===== src/rtl/hazard_pkg.sv =====
// Shared constants and types for the pipeline hazard / divide sequencing controller.
package hazard_pkg;

    // Controller state encoding (2-bit to leave room for future states)
    localparam logic [1:0] ST_RUN      = 2'd0;
    localparam logic [1:0] ST_MDU_WAIT = 2'd1;

    // Architectural zero register: never a real producer
    localparam logic [4:0] REG_X0 = 5'd0;

    // Front-of-pipe control bundle, one bit per register-control line
    typedef struct packed {
        logic pc_stall;
        logic ifid_stall;
        logic ifid_flush;
        logic idex_hold;
        logic idex_bubble;
        logic exmem_bubble;
        logic mdu_start;
    } hz_ctl_t;

    // Canned control patterns used by the FSM output mux
    localparam hz_ctl_t CTL_NONE     = 7'b000_0000;
    localparam hz_ctl_t CTL_LOAD_USE = 7'b110_0100; // stall PC/IF-ID, bubble ID/EX
    localparam hz_ctl_t CTL_BRANCH   = 7'b001_0100; // flush IF/ID, bubble ID/EX
    localparam hz_ctl_t CTL_MDU_HOLD = 7'b110_1010; // freeze front, keep div in EX
    localparam hz_ctl_t CTL_MDU_GO   = 7'b110_1011; // hold plus divider start pulse

endpackage


===== src/rtl/hazard_load_use_det.sv =====
// Load-use hazard comparator: the load in EX writes a register that ID reads.
module hazard_load_use_det
    import hazard_pkg::*;
(
    input  logic [4:0] i_id_rs1_addr,
    input  logic [4:0] i_id_rs2_addr,
    input  logic       i_id_uses_rs1,
    input  logic       i_id_uses_rs2,
    input  logic       i_ex_mem_read,
    input  logic [4:0] i_ex_rd_addr,
    output logic       o_load_use
);

    logic w_rd_live;
    logic w_rs1_hit;
    logic w_rs2_hit;

    // A load into x0 produces nothing, so it can never cause a hazard
    assign w_rd_live = i_ex_mem_read && (i_ex_rd_addr != REG_X0);

    // Only operands the ID instruction actually reads may match
    assign w_rs1_hit = i_id_uses_rs1 && (i_id_rs1_addr == i_ex_rd_addr);
    assign w_rs2_hit = i_id_uses_rs2 && (i_id_rs2_addr == i_ex_rd_addr);

    assign o_load_use = w_rd_live && (w_rs1_hit || w_rs2_hit);

endmodule


===== src/rtl/hazard_ctrl.sv =====
// Hazard and sequencing controller: load-use stalls, branch flushes and
// multi-cycle divide sequencing with a bounded wait and sticky timeout flag.
module hazard_ctrl
    import hazard_pkg::*;
#(
    parameter int MDU_TIMEOUT = 64, // must be >= 2
    parameter int STALL_CNT_W = 32
) (
    input  logic                   clk,
    input  logic                   rst,
    input  logic [4:0]             id_rs1_addr,
    input  logic [4:0]             id_rs2_addr,
    input  logic                   id_uses_rs1,
    input  logic                   id_uses_rs2,
    input  logic                   ex_mem_read,
    input  logic [4:0]             ex_rd_addr,
    input  logic                   ex_is_div,
    input  logic                   ex_branch_taken,
    input  logic                   mdu_done,
    output logic                   pc_stall,
    output logic                   ifid_stall,
    output logic                   ifid_flush,
    output logic                   idex_hold,
    output logic                   idex_bubble,
    output logic                   exmem_bubble,
    output logic                   mdu_start,
    output logic                   mdu_err,
    output logic [STALL_CNT_W-1:0] stall_cnt
);

    localparam int WAIT_W = $clog2(MDU_TIMEOUT + 1);
    localparam logic [WAIT_W-1:0] TIMEOUT_VAL = WAIT_W'(MDU_TIMEOUT);

    logic [1:0]             r_state;
    logic [1:0]             w_state_nxt;
    logic [WAIT_W-1:0]      r_wait_cnt;
    logic [WAIT_W-1:0]      w_wait_cnt_nxt;
    logic                   r_mdu_err;
    logic                   w_set_err;
    logic [STALL_CNT_W-1:0] r_stall_cnt;
    logic                   w_load_use;
    hz_ctl_t                w_ctl;
    hz_ctl_t                w_ctl_out;

    hazard_load_use_det u_lu_det (
        .i_id_rs1_addr (id_rs1_addr),
        .i_id_rs2_addr (id_rs2_addr),
        .i_id_uses_rs1 (id_uses_rs1),
        .i_id_uses_rs2 (id_uses_rs2),
        .i_ex_mem_read (ex_mem_read),
        .i_ex_rd_addr  (ex_rd_addr),
        .o_load_use    (w_load_use)
    );

    // Next-state and control mux; branch beats divide beats load-use in RUN
    always_comb begin
        w_ctl          = CTL_NONE;
        w_state_nxt    = r_state;
        w_wait_cnt_nxt = r_wait_cnt;
        w_set_err      = 1'b0;
        case (r_state)
            ST_RUN: begin
                if (ex_branch_taken) begin
                    // Wrong-path instructions in IF/ID and ID are squashed
                    w_ctl = CTL_BRANCH;
                end else if (ex_is_div) begin
                    w_ctl          = CTL_MDU_GO;
                    w_state_nxt    = ST_MDU_WAIT;
                    w_wait_cnt_nxt = WAIT_W'(1);
                end else if (w_load_use) begin
                    // One cycle is enough: next cycle the load sits in MEM
                    w_ctl = CTL_LOAD_USE;
                end
            end
            ST_MDU_WAIT: begin
                if (mdu_done) begin
                    // Result latches into EX/MEM; done wins over a coincident timeout
                    w_state_nxt = ST_RUN;
                end else if (r_wait_cnt >= TIMEOUT_VAL) begin
                    // Give up on the divider so the core cannot hang forever
                    w_set_err   = 1'b1;
                    w_state_nxt = ST_RUN;
                end else begin
                    w_ctl          = CTL_MDU_HOLD;
                    w_wait_cnt_nxt = r_wait_cnt + WAIT_W'(1);
                end
            end
            default: begin
                w_state_nxt = ST_RUN;
            end
        endcase
    end

    // Outputs are forced quiet while reset is held
    assign w_ctl_out = rst ? CTL_NONE : w_ctl;

    assign pc_stall     = w_ctl_out.pc_stall;
    assign ifid_stall   = w_ctl_out.ifid_stall;
    assign ifid_flush   = w_ctl_out.ifid_flush;
    assign idex_hold    = w_ctl_out.idex_hold;
    assign idex_bubble  = w_ctl_out.idex_bubble;
    assign exmem_bubble = w_ctl_out.exmem_bubble;
    assign mdu_start    = w_ctl_out.mdu_start;
    assign mdu_err      = r_mdu_err;
    assign stall_cnt    = r_stall_cnt;

    // State register and divide wait counter
    always_ff @(posedge clk) begin
        if (rst) begin
            r_state    <= ST_RUN;
            r_wait_cnt <= '0;
        end else begin
            r_state    <= w_state_nxt;
            r_wait_cnt <= w_wait_cnt_nxt;
        end
    end

    // Sticky divider-timeout flag, cleared only by reset
    always_ff @(posedge clk) begin
        if (rst) begin
            r_mdu_err <= 1'b0;
        end else if (w_set_err) begin
            r_mdu_err <= 1'b1;
        end
    end

    // Saturating count of PC-stall cycles for performance monitoring
    always_ff @(posedge clk) begin
        if (rst) begin
            r_stall_cnt <= '0;
        end else if (w_ctl_out.pc_stall && (r_stall_cnt != {STALL_CNT_W{1'b1}})) begin
            r_stall_cnt <= r_stall_cnt + STALL_CNT_W'(1);
        end
    end

endmodule


===== config.mk =====
export PLATFORM = sky130hd
export DESIGN_NAME = hazard_ctrl
export DESIGN_NICKNAME = d
export VERILOG_FILES = /design/src/rtl/hazard_pkg.sv /design/src/rtl/hazard_load_use_det.sv /design/src/rtl/hazard_ctrl.sv
export SDC_FILE = /design/constraint.sdc
export NUM_CORES = 1
export LEC_CHECK = 0
export CORE_UTILIZATION = 37
export CTS_CLUSTER_DIAMETER = 80
export CTS_CLUSTER_SIZE = 8
export DETAILED_ROUTE_END_ITERATION = 6
export GPL_TIMING_DRIVEN = 0
export SYNTH_ARGS = -nofsm -noshare
export SYNTH_HDL_FRONTEND = slang
export SYNTH_SLANG_ARGS = --single-unit

===== constraint.sdc =====
create_clock -name clk -period 4.91 [get_ports clk]
set_clock_uncertainty 0.1 [all_clocks]
set_input_delay 0.982 -clock clk [delete_from_list [all_inputs] [get_ports clk]]
set_output_delay 0.982 -clock clk [all_outputs]
set_load 0.005 [all_outputs]

==> impl_metrics.json, run 1 <==
{
  "die_y_um": 79.9,
  "finalPower_uw": 650,
  "ant_nets": 0,
  "antenna_found_initial": 0,
  "status": "completed",
  "drc": 0,
  "ir_worst_vdd_uv": 119,
  "hp-class": "reg -> reg",
  "setup-tns-final_ns": 0,
  "ctsHoldBuffers": 0,
  "drt_iter0_markers": 120,
  "drt-total-wl_mm": 5.80,
  "grt_pass1_wl_mm": 9.47,
  "fin_ws_ns": 0.522,
  "worst-setup-path-type": "in -> out",
  "cp.arrival_ns": 3.31,
  "synth-edff-count": 0,
  "cts_setup_buffers": 0,
  "worstMarginPinSlew_ns": 0.595,
  "cts_max_level": 2,
  "portBuffers": 61,
  "p_seq_frac": 0.518,
  "required_ns": 3.83,
  "gp_congestion": 0.805,
  "swShare": 0.249,
  "syn_area_um2": 2240,
  "grt.overflow.total": 0,
  "cts_resized": 0,
  "critPathCaptureType": "output pin",
  "cap_violations": 0,
  "num-nets-final": 359,
  "io_pins": 63,
  "clk-insertion-delay-late_ns": 0.30,
  "comb_power_share": 0.113,
  "fp.dieW_um": 79.9,
  "postSynthAreaPerCell_um2": 8.43,
  "slew-limit-headroom": 0.604,
  "fillCellCount": 560,
  "via_per_inst": 5.40,
  "drive_above_1_share": 0.0925,
  "clockBufferDepth": 2,
  "synth-main-ff-cell": "dfxtp_1",
  "slew_viol_final": 0,
  "finalHoldViolCount": 0,
  "grt_pass1_vias": 1998,
  "cts_made_buffers": 5,
  "fmax_mhz": 228,
  "setup_viol": 0,
  "dieArea_um2": 6380,
  "drtPass1Iterations": 4,
  "multi_input_area_um2": 1290,
  "ys_types": 51,
  "p_leak_uw": 0.000983,
  "synthCells": 266,
  "synthesis.nets": 291,
  "start_util": 0.395,
  "p_per_area_nw_per_um2": 214,
  "clock_sinks": 41,
  "wl_per_cell_um": 14.2,
  "grt_use_total": 0.192,
  "post-dp-hpwl_mm": 4.23,
  "yosys_warnings": 0,
  "vias": 2199,
  "p_int_uw": 488,
  "cts_tree": "done",
  "synthToLayoutAreaGrowth_pct": 35.5,
  "root_buffer": "clkbuf_8",
  "crit_fanout": 6,
  "post-place-ws_ns": 0.522,
  "synth_seq_cells": 41,
  "path_clk_slew_ns": 0.08,
  "period_needed_ns": 4.39,
  "ys_seq_area_frac": 0.366,
  "rows": 27,
  "start_kind": "input pin",
  "hold_ws_ns": 0.381,
  "power_frac_clock": 0.369,
  "grt_max_degree": 14,
  "power.net_switching_uw": 162,
  "rsz0062_at_grt": "false",
  "regArea_um2": 821,
  "diodes": 0,
  "period_share": 0.894,
  "core_area_um2": 5680,
  "synthArstFlopShare": 0
}
-- state kept, by name (all words and copies together) (netlist names) --
signal      flops
stall_cnt      32
r_wait_cnt      7
mdu_err         1
r_state         1
-- cell families (layout without fill, tap and decap cells) --
kind of cell	after synthesis	in the layout	share of synthesized area
AND/OR/NAND/NOR	121	121	0.308
adder cells (fa/ha/maj)	2	2	0.0112
XOR/XNOR	19	19	0.0742
buffers and inverters	22	91	0.0574
flip-flops	41	41	0.366
AO/OA/AOI/OAI	57	57	0.161
multiplexers	4	4	0.0223
-- cell usage in the layout (no fill, tap or decap), drive strengths merged, types with 4 or more instances in the layout --
cell	netlist	routed
a21oi	23	23
and3	4	4
buf	9	9
clkbuf	8	14
clkdlybuf4s50	0	61
dfxtp	41	41
inv	5	5
nand2	17	17
nand3	13	13
nand4	14	14
nor2	27	27
nor2b	4	4
nor3	4	4
o21ai	9	9
o31ai	13	13
or3	9	9
or4	15	15
xnor2	11	11
xor2	8	8
-- cells in the mapped netlist (2+ instances only) --
master	count	area share
clkbuf_1	7	0.012
and3_1	4	0.011
a31oi_1	3	0.0084
ha_1	2	0.011
or3_1	9	0.025
xnor2_1	11	0.043
nand3_1	12	0.027
a21oi_1	22	0.049
o21ai_0	6	0.013
mux2_4	2	0.013
nand4_1	13	0.036
xor2_1	8	0.031
o31ai_1	13	0.044
buf_6	2	0.010
inv_1	5	0.0084
and4_1	3	0.012
o22ai_1	2	0.0056
o41ai_1	2	0.0078
nor2b_1	4	0.011
nor2_1	27	0.045
or4_1	14	0.047
nand2_1	17	0.028
o21ai_1	3	0.0067
buf_4	3	0.010
and2_1	2	0.0056
mux2i_1	2	0.0089
nor3_1	3	0.0067
dfxtp_1	41	0.37
buf_2	2	0.0045
-- worst max-delay path: stages --
cell and delay (ns):
clkdlybuf4s50_1 0.48, or4_1 0.56, o21a_1 0.20, o31a_2 0.35
and2_1 0.17, buf_4 0.12, clkdlybuf4s50_1 0.44
-- stage by stage --
| step | std cells | utilization | instance area (um^2) |
|---|---|---|---|
| final | 407 | 0.536 | 3040 |
| after global routing | 407 | 0.536 | 3040 |
| after CTS | 407 | 0.536 | 3040 |
| after detailed placement | 399 | 0.519 | 2940 |
| after global placement | 399 | 0.519 | 2940 |
| after floorplan | 266 | - | 2240 |
-- final cells by class --
class,instances,area share
repair buffers,61,0.201
inverters,5,0.00617
multi-input cells,203,0.426
flip-flops and latches,41,0.270
plain buffers,17,0.0362
well taps,72,0.0296
clock inverters,2,0.00453
clock buffers,6,0.0272
-- worst paths after layout --
path / from / cells after the start / to / slack [ns]
worst max register to register: stall_cnt[16]$_SDFFE_PP0P_ / 9 / stall_cnt[10]$_SDFFE_PP0P_ / 2.25
worst min register to register: mdu_err$_SDFFE_PP0P_ / 2 / mdu_err$_SDFFE_PP0P_ / 0.38
worst max-delay path: ex_rd_addr[0] / 7 / pc_stall / 0.52
worst min-delay path: mdu_err$_SDFFE_PP0P_ / 2 / mdu_err$_SDFFE_PP0P_ / 0.38
-- routing by layer --
layer / vias up / share of wire / track usage
met5: - / 0 / 0
met1: 1022 / 0.49 / 0.259
met4: 0 / 0.0085 / 0.0661
met3: 5 / 0.047 / 0.0331
li1: 1120 / - / -
met2: 52 / 0.45 / 0.305
-- power groups by stage --
stage	logic (uW)	clock network, uW	registers (uW)
after floorplan	37.5	0	344
after global placement	74.0	0	344
after detailed placement	74.1	0	344
after CTS	74.5	245	336
after global routing	80.5	260	337
final	73.7	240	336
(Power assumes the default switching activity.)
==> run 2: changes to the inputs <==
==> constraint.sdc (replaced) <==
create_clock -name clk -period 4.91 [get_ports clk]
set_clock_uncertainty 0.1 [all_clocks]
set_input_delay 0.982 -clock clk [delete_from_list [all_inputs] [get_ports clk]]
set_output_delay 0.982 -clock clk [all_outputs]
set_load 0.01 [all_outputs]
==> results of run 2 <==
The final DEF is identical to that of run 1. Status: completed.
Among the figures that moved: setup slack after placement 0.522 ns -> 0.491 ns; setup slack after layout 0.522 ns -> 0.490 ns; total power 650 uW -> 651 uW
==> variant 1: new RTL, flow settings as in run 2 <==
`REG_X0`: 5'd0 -> 5'd1.
--- a/src/rtl/hazard_pkg.sv
+++ b/src/rtl/hazard_pkg.sv
@@ -8,3 +8,3 @@
     // Architectural zero register: never a real producer
-    localparam logic [4:0] REG_X0 = 5'd0;
+    localparam logic [4:0] REG_X0 = 5'd1;
 
Formal check against the unedited RTL: not equivalent (Yosys sat finds a counterexample within 4 cycles, from zero or initial values and one cycle with rst high).
==> variant 1 against run 2 <==
Synthesized cell count shrank 1.1%. Utilization grew 0.27 points. Wire length shrank 3.2%. Via count shrank 3.4%. Combinational power shrank 3.1%. Sequential power is essentially flat. Fmax grew 0.34%. Sequential cell count is the same. Highest routed layer unchanged. Total power grew 6.4%. Synthesized area shrank 1.8%. Setup slack gained 15 ps. Clock power grew 18%. Design area shrank 0.70%.
==> variant 1: results (changes against run 2) <==
[pwr]
fin_total_pwr_w = 0.000693  ; was 0.000651 W
swShare = 0.222  ; was 0.250
p_comb_w = 0.0000730  ; was 0.0000753 W

[grt]
globalRouteTotalUtil = 0.188  ; was 0.192
use_met3 = 0.0483  ; was 0.0331

[layout]
multi_input_area_share = 0.418  ; was 0.426
final-clk-cell-share = 0.0385  ; was 0.0317
n_all_inverters = 9  ; was 5
n_fill_cell = 561  ; was 560
nNonClkBuffers = 73  ; was 78
multi_input_cells = 201  ; was 203
finalNetCount = 356  ; was 359

[synth]
ys_seq_area_frac = 0.373  ; was 0.366
synth_area_leaders = dfxtp_1 (37%), xnor2_1 (5.6%), a21oi_1 (5.2%)  ; was dfxtp_1 (37%), a21oi_1 (4.9%), or4_1 (4.7%)
synth.avg_cell_area_um2 = 8.37  ; was 8.43 um2
ys_top_cells_by_count = dfxtp_1 (41), a21oi_1 (23), nor2_1 (23)  ; was dfxtp_1 (41), nor2_1 (27), a21oi_1 (22)
synth_fa_ha_area_frac = 0.0114  ; was 0.0112
syn_inst = 263  ; was 266
synth_compound_area_frac = 0.178  ; was 0.161

[outcome]
status = complete, no violations  ; unchanged

[detailed_routing]
m1WireLength_um = 2690  ; was 2860 um
route.met3.wl_um = 180  ; was 273 um
drt_iter0_drc = 76  ; was 120
met2_wirelength_um = 2690  ; was 2620 um

[placed_design]
place_ws_ps = 486  ; was 491 ps
placed_cell_area_um2 = 2900  ; was 2940 um2

[timing]
relSlewSlack = 0.635  ; was 0.604

[critical_path]
cp_max_fo = 8  ; was 6

[variant 1: changes by cell type in the layout (fill, tap and decap cells not counted), moves of 3 or more]
cell / run 2 / this run
or3_1: 9 / 18
xor2_1: 8 / 5
xnor2_1: 11 / 14
o31ai_1: 13 / 8
inv_1: 5 / 9
nor2_1: 27 / 23
or4_1: 14 / 10
o21ai_0: 6 / 11
o21ai_1: 3 / 7
[variant 1: path summary, 6_finish.rpt]
kind	end	depth (start not counted)	from	slack, ps
worst min register to register	mdu_err	2	mdu_err	370
worst max-delay path	pc_stall	7	ex_rd_addr[3]	500
worst max register to register	stall_cnt[1]	8	stall_cnt[0]	2530
worst min-delay path	mdu_err	2	mdu_err	370
[variant 1: critical path, cell delays in order]
cell and delay [ps]:
clkdlybuf4s50_1 470, or4b_1 560, o21a_1 210, o31a_4 330, and2_1 170, buf_4 120
clkdlybuf4s50_1 470
==> variant 2: new RTL, settings of run 2 <==
Made on the original files. Register the output `mdu_err` once more, without a reset; this adds one clock of latency there. The other outputs are not delayed to match.
--- a/src/rtl/hazard_ctrl.sv
+++ b/src/rtl/hazard_ctrl.sv
@@ -103,3 +103,5 @@
     assign mdu_start    = w_ctl_out.mdu_start;
-    assign mdu_err      = r_mdu_err;
+    always_ff @(posedge clk) begin
+        mdu_err <= r_mdu_err;
+    end
     assign stall_cnt    = r_stall_cnt;
Check against the original RTL: same outputs for any inputs over 10 cycles, from zero or initial values and one cycle with rst high; that may be too few to reach the edited logic, so the function may still have changed.
==> variant 2 against run 2 <==
Synthesized area is 0.89% higher. Count of clock-buffer cells in the layout is 1 higher. Total power is 0.64% higher. Critical endpoint unchanged. Design area is 0.62% higher. Setup slack better by 39 ps. Sequential cell count is 1 higher. Wire length is 2.8% higher.
==> variant 2: results (changes against run 2) <==
[critical_path]
critPathLaunch = ex_rd_addr[0]  ; unchanged
r2r_cells = 9  ; unchanged
reg2reg_from = stall_cnt[16]  ; unchanged
arrival_ps = 3300  ; was 3340 ps

[clock_tree]
cts_buffer_depth = 2  ; unchanged
cts_setup_buffers = 0  ; unchanged
cts.reportedPaths.clkPinSlew_ps = 80  ; about the same
root_buffer = clkbuf_8  ; unchanged
cts_resized = 0  ; unchanged
h-tree-depth = 2  ; unchanged
cts-buffers-inserted = 5  ; unchanged

[detailed_routing]
vias = 2229  ; was 2,199
drt_iter0_drc = 63  ; was 120
post_drt_wl_per_cell_um = 14.5  ; was 14.2 um

[grt]
grt_pass1_wl_um = 9590  ; was 9470 um
use_met2 = 0.303  ; was 0.305
grt_use_met1 = 0.259  ; about the same
grt_max_degree = 13  ; was 14
antenna_found_initial = 0  ; unchanged
use_met3 = 0.0443  ; was 0.0331
globalRouteTotalUtil = 0.192  ; about the same
grt_pass1_vias = 1980  ; was 1,998

[placed_design]
placed_cell_area_um2 = 2970  ; was 2940 um2
hpwl_um = 4330  ; was 4230 um
place_ws_ps = 516  ; was 491 ps
gp_congestion = 0.749  ; was 0.805

[synth]
ys_types = 51  ; unchanged
synth_area_leaders = dfxtp_1 (37%), a21oi_1 (4.9%), or4_1 (4.6%)  ; was dfxtp_1 (37%), a21oi_1 (4.9%), or4_1 (4.7%)
syn-num-nets = 292  ; was 291
ys_top_cells_by_count = dfxtp_1 (42), nor2_1 (27), a21oi_1 (22)  ; was dfxtp_1 (41), nor2_1 (27), a21oi_1 (22)
async_flop_share = 0  ; unchanged
ys_seq_area_frac = 0.371  ; was 0.366
synth_warnings = 0  ; unchanged

[layout]
n_antenna_cell = 0  ; unchanged
largest_register_ffs = 32  ; unchanged
n_fill_cell = 581  ; was 560
finalNetCount = 360  ; was 359
layout-drive-gt1-share = 0.0893  ; was 0.0925

[worst_hold_path]
min_path_cells = 0  ; was 2
hold_start = r_mdu_err  ; was mdu_err
hold_path_class = flip-flop to flip-flop  ; unchanged

[pwr]
leakage_nw = 0.988  ; was 0.983 nW
vdd_drop_max_uv = 155  ; was 119 uV

[timing]
relSlewSlack = 0.598  ; was 0.604

[outcome]
status = complete, no violations  ; unchanged

variant 2: changes by cell type in the layout (fill, tap and decap cells not counted):
| cell | run 2 | this run |
|---|---|---|
| clkbuf_1 | 7 | 8 |
| clkinv_4 | 1 | 0 |
| dfxtp_1 | 41 | 42 |
variant 2: power by group:
| part | total (W) | internal (W) | leakage, nW | switching, W |
|---|---|---|---|---|
| sequential | 0.000344 | 0.000342 | 0.339 | 0.00000206 |
| combinational | 0.0000760 | 0.0000399 | 0.602 | 0.0000361 |
| clock | 0.000235 | 0.000114 | 0.0482 | 0.000121 |
| total | 0.000655 | 0.000496 | 0.988 | 0.000160 |
variant 2: kinds of logic (layout without fill, tap and decap cells):
kind of cell               after synthesis  in the layout  share of synthesized area
and+or+nand+nor                        121            121                      0.306
AOI/OAI and AO/OA                       57             57                      0.159
muxes                                    4              4                     0.0221
DFF                                     42             42                      0.371
xor gates and xnor gates                19             19                     0.0735
adders and majority gates                2              2                     0.0111
buffers and inverters                   22             91                     0.0569
variant 2: area by class of cell:
class / count / share of cell area
Inverter: 5 / 0.00613
Clock buffer: 7 / 0.0282
Clock inverter: 1 / 0.00164
Multi-Input combinational cell: 203 / 0.423
Sequential cell: 42 / 0.275
Timing Repair Buffer: 61 / 0.200
Tap cell: 75 / 0.0307
Buffer: 17 / 0.0360
variant 2: through the flow:
stage	instances	hold WS, ps	utilization
after detailed placement	403	259	0.501
after floorplan	267	231	-
after global routing	411	274	0.517
after global placement	403	245	0.501
after CTS	411	271	0.517
final	411	268	0.517
variant 2: layer usage:
| metal | vias up | routed length [um] |
|---|---|---|
| met5 | - | 0 |
| met4 | 0 | 77 |
| met3 | 8 | 280 |
| met2 | 47 | 2700 |
| met1 | 1051 | 2900 |
| li1 | 1123 | - |
variant 2: final timing paths:
| path | to | slack, ps |
|---|---|---|
| min reg2reg | mdu_err | 270 |
| max | pc_stall | 530 |
| max reg2reg | stall_cnt[10] | 2250 |
| min | mdu_err | 270 |
variant 2: worst max-delay path, stage by stage:
cell             delay, ps
clkdlybuf4s50_1        460
or4_1                  530
o21a_1                 200
o31a_2                 350
and2_1                 170
buf_4                  120
clkdlybuf4s50_1        470
